[src/rtl/swap_pkg.sv]
// Shared definitions for the sequential XOR swap engine: FSM state codes and
// default operand/counter widths.
package swap_pkg;

    typedef logic [1:0] state_t;

    localparam state_t S_IDLE = 2'd0;
    localparam state_t S_X1   = 2'd1;
    localparam state_t S_X2   = 2'd2;
    localparam state_t S_X3   = 2'd3;

    localparam int DEF_WIDTH = 8;
    localparam int DEF_CNT_W = 16;

endpackage

[src/rtl/xor_swap_seq.sv]
// Multi-cycle register swap using a^=b, b^=a, a^=b on two working registers,
// with a start/busy/done handshake and a wrapping completed-swap counter.
module xor_swap_seq
    import swap_pkg::*;
#(
    parameter int WIDTH = DEF_WIDTH,
    parameter int CNT_W = DEF_CNT_W
) (
    input  logic             clk,
    input  logic             rst_n,
    input  logic             start,
    input  logic [WIDTH-1:0] a_in,
    input  logic [WIDTH-1:0] b_in,
    output logic             busy,
    output logic             done,
    output logic [WIDTH-1:0] a_out,
    output logic [WIDTH-1:0] b_out,
    output logic [CNT_W-1:0] swap_count
);

    localparam logic [CNT_W-1:0] CNT_ONE = 1;

    state_t           state, state_nxt;
    logic [WIDTH-1:0] ra, rb, x;
    logic             ld_in, ld_a, ld_b, fin;

    // The single shared XOR feeds every step.
    assign x = ra ^ rb;

    always_ff @(posedge clk) begin
        if (!rst_n) state <= S_IDLE;
        else        state <= state_nxt;
    end

    always_comb begin
        state_nxt = state;
        case (state)
            S_IDLE:  if (start) state_nxt = S_X1;
            S_X1:    state_nxt = S_X2;
            S_X2:    state_nxt = S_X3;
            S_X3:    state_nxt = S_IDLE;
            default: state_nxt = S_IDLE;
        endcase
    end

    always_comb begin
        busy  = (state != S_IDLE);
        ld_in = (state == S_IDLE) && start;
        ld_a  = (state == S_X1) || (state == S_X3);
        ld_b  = (state == S_X2);
        fin   = (state == S_X3);
    end

    always_ff @(posedge clk) begin
        if (!rst_n) begin
            ra         <= '0;
            rb         <= '0;
            a_out      <= '0;
            b_out      <= '0;
            done       <= 1'b0;
            swap_count <= '0;
        end else begin
            done <= 1'b0;
            if (ld_in) begin
                ra <= a_in;
                rb <= b_in;
            end
            if (ld_a) ra <= x;
            if (ld_b) rb <= x;
            // Outputs take the finished pair directly so intermediates never leak.
            if (fin) begin
                a_out      <= x;
                b_out      <= rb;
                done       <= 1'b1;
                swap_count <= swap_count + CNT_ONE;
            end
        end
    end

endmodule
[config.mk]
export PLATFORM = sky130hd
export DESIGN_NAME = xor_swap_seq
export DESIGN_NICKNAME = d
export VERILOG_FILES = /design/src/rtl/swap_pkg.sv /design/src/rtl/xor_swap_seq.sv
export SDC_FILE = /design/constraint.sdc
export NUM_CORES = 1
export LEC_CHECK = 0
export CORE_MARGIN = 2
export CORE_UTILIZATION = 50
export CTS_CLUSTER_SIZE = 12
export DETAILED_ROUTE_END_ITERATION = 10
export PLACE_DENSITY_LB_ADDON = 0.2
export RECOVER_POWER = 50
export SLEW_MARGIN = 5
export SYNTH_ARGS = -nofsm -noshare
export SYNTH_HDL_FRONTEND = slang
export SYNTH_SLANG_ARGS = --single-unit
[constraint.sdc]
create_clock -name clk -period 2 [get_ports clk]
set_input_delay 0.6 -clock clk [delete_from_list [all_inputs] [get_ports clk]]
set_output_delay 0.6 -clock clk [all_outputs]
set_load 0.005 [all_outputs]
==> qor.yml <==
run_status: "completed"
min_to: "swap_count[15]"
antenna_found_initial: 0
met2_length_mm: 2.34
drv_slew: 0
fin_nets: 355
grt_usage: 0.206
hold_class: "flop to flop"
wl_met1_mm: 2.55
start_util: 0.517
clock_power_share: 0.196
fin_skew_ns: 0.0100
tightest_slew_ns: 0.725
final_core_util: 0.661
synth_area_sq_mm: 0.00242
hold_path.startpoint: "swap_count[15]"
yosysWarnings: 0
period_share: 0.969
chipHeight_microns: 73.6
cp_max_fo: 7
tns_ns: 0
fmax_mhz: 516
endpoint_kind: "primary output"
synth_ff_type: "dfxtp_1"
row_count: 25
drt-initial-drc-count: 77
setup_viol: 0
drive_gt1_frac: 0.0693
die_x_microns: 73.6
num_io_pins: 53
cpLargestDelayFamily: "buffers and inverters"
p_per_area_mw_per_mm2: 957
worstRegToRegCells: 6
ir_drop_uv: 645
arrival_ns: 1.34
syn_inst: 275
synth_mux_area_frac: 0.0413
grt_pass1_wl_mm: 8.71
async_reset_ff_frac: 0
top_layer: "met4"
final_antenna_net_count: 0
clk_latency_ns: 0.31
synth_area_leader_cell: "dfxtp_1"
drv.max_cap_violation_count: 0
timing.slew.headroom: 0.517
cts_buffers: 5
path_cells: "clkdlybuf4s50_1"
cp_num_buf_inv: 1
synth_top_family_by_area: "simple AND/OR/NAND/NOR gates"
synth-simple-area-share: 0.234
fin_crit_ns: 1.94
clk_pin_slew_ns: 0.09
start_kind: "flop"
critPathKind: "flop to primary output"
cpPeakStageDelay_ns: 0.55
power.net_switching_mw: 1.06
core_area_sq_mm: 0.00469
ys_seq_area_frac: 0.421
yosys-top-cells-area: "dfxtp_1, o21ai_0, a21oi_1"
ctsLongestPathBuffers: 2
startpoint: "swap_count[6]"
hold_buffers: 0
layout_common_cells: "dfxtp_1, clkdlybuf4s50_1, o21ai_0, a21oi_1, nor2_1"
syn_nets: 299
rrSetupSlack_ns: 0.21
synth_cell_types: 30
internal_power_mw: 1.91
wire_per_inst_microns: 13.3
grt_max_degree: 53
yosys.area_share.adder: 0.0258
grt_overflow: 0
route.met3.wl_microns: 186
htreeDepth: 2
rsz0062_at_grt: "false"
routed_via_density: 5.28
vias: 2038
synth-xor-area-share: 0.0723
hold_viol_final: 0
pwr-share-seq: 0.452
drc: 0
p_comb_frac: 0.352
holdPathStages: 2
synth_compound_area_frac: 0.170
crit_required_ns: 1.40
first_pass_iters: 4
gp_congestion: 0.797
r2r_end: "swap_count[2]"
yosysTopAreaCellShare: 0.421
insertedDiodeCount: 0
ys_seq_elements: 51
synth_edf_count: 0
p_leak_nw: 1.20
io_buffers: 52
grt_pass1_vias: 1851
final_common_cell: "dfxtp_1"
reg2reg_from: "state[0]"
swShare: 0.357
cts_sinks: 51
area_delta_synth_final_pct: 27.9
dieArea_sq_mm: 0.00542
slowest_stage: "clkdlybuf4s50_1"
avgSynthCellArea_sq_um: 8.81
routed_wl_mm: 5.15
clock-root-buffer: "clkbuf_8"
dp_hpwl_mm: 3.63
cts_tree: "built"
==> worst max-delay path by stage <==
stage                                end  cells after the start
after global placement             rb[6]                      4
final                      swap_count[6]                      1
after floorplan           swap_count[12]                      5
after global routing       swap_count[6]                      1
after detailed placement           rb[4]                      4
after CTS                  swap_count[6]                      1
==> what timing repair did <==
action                     4_1_cts  5_1_grt
setup endpoints to repair        1        0
gates resized for setup          4        0
buffers inserted                 1        0
==> power by group through the flow <==
stage / sequential, mW / clock, mW / combinational (mW)
4_1_cts: 1.35 / 0.594 / 1.06
2_1_floorplan: 1.33 / 0 / 0.681
3_3_place_gp: 1.36 / 0 / 1.01
5_1_grt: 1.37 / 0.631 / 1.18
6_report: 1.34 / 0.582 / 1.04
3_5_place_dp: 1.37 / 0 / 1.04
==> state kept, by name, summed over array words and instances, names as in the netlist <==
register / cells
b_out: 8
ra: 8
state: 2
a_out: 8
rb: 8
swap_count: 16
done: 1
==> per-layer routing <==
metal / up-vias / GRT usage
met5: - / 0
met4: 0 / 0.0606
met3: 5 / 0.0453
met2: 37 / 0.320
met1: 942 / 0.287
li1: 1054 / -
==> layout make-up <==
class,instances,area (sq um)
clock buffers,7,76.3
clock inverters,1,5.00
fillers,423,1590
inverters,5,18.8
multi-input cells,206,1320
flip-flops and latches,51,1020
well taps,54,67.6
repair buffers,62,589
==> cells in the mapped netlist, types with 2 or more instances <==
cell type  instances
nor3b_1            8
xor2_1             8
nor4_1             4
ha_1               5
nor2_1            19
mux2i_1           10
a21oi_1           26
o21ai_0           28
a21boi_1           2
xnor2_1           12
clkbuf_1           7
buf_2              4
nand4_4            2
dfxtp_1           51
nand4_1            3
inv_1              5
nor2b_1           17
nand3_1            3
a21boi_0          17
or3_1              3
and2_1            13
nand2_1           16
nor3_1             5
==> worst register-to-register path: cells and delay by family, from the launching register on <==
kind | cells | cell delay [ns]
xor+xnor | 1 | 0.14
fa+ha+maj | 1 | 0.38
buf+inv | 2 | 0.57
flops | 1 | 0.34
simple gates | 2 | 0.27
==> cells by family after synthesis <==
group                    Yosys count
AND/OR/NAND/NOR                   98
AO/OA/AOI/OAI                     73
flip-flops                        51
XOR/XNOR                          20
buffers and inverters             18
multiplexers                      10
adder cells (fa/ha/maj)            5
==> through the flow <==
step / hold WS [ns] / area, sq um / worst slack [ns] / instances / power (mW)
final: 0.473 / 3100 / 0.0616 / 386 / 2.97
after global routing: 0.502 / 3100 / 0.0116 / 386 / 3.19
after CTS: 0.481 / 3120 / 0.0649 / 386 / 3.00
after detailed placement: 0.471 / 3030 / -0.0593 / 377 / 2.41
after global placement: 0.461 / 3030 / -0.0175 / 377 / 2.37
after floorplan: 0.462 / 2420 / 0.541 / 275 / 2.01
(Power assumes the default switching activity.)
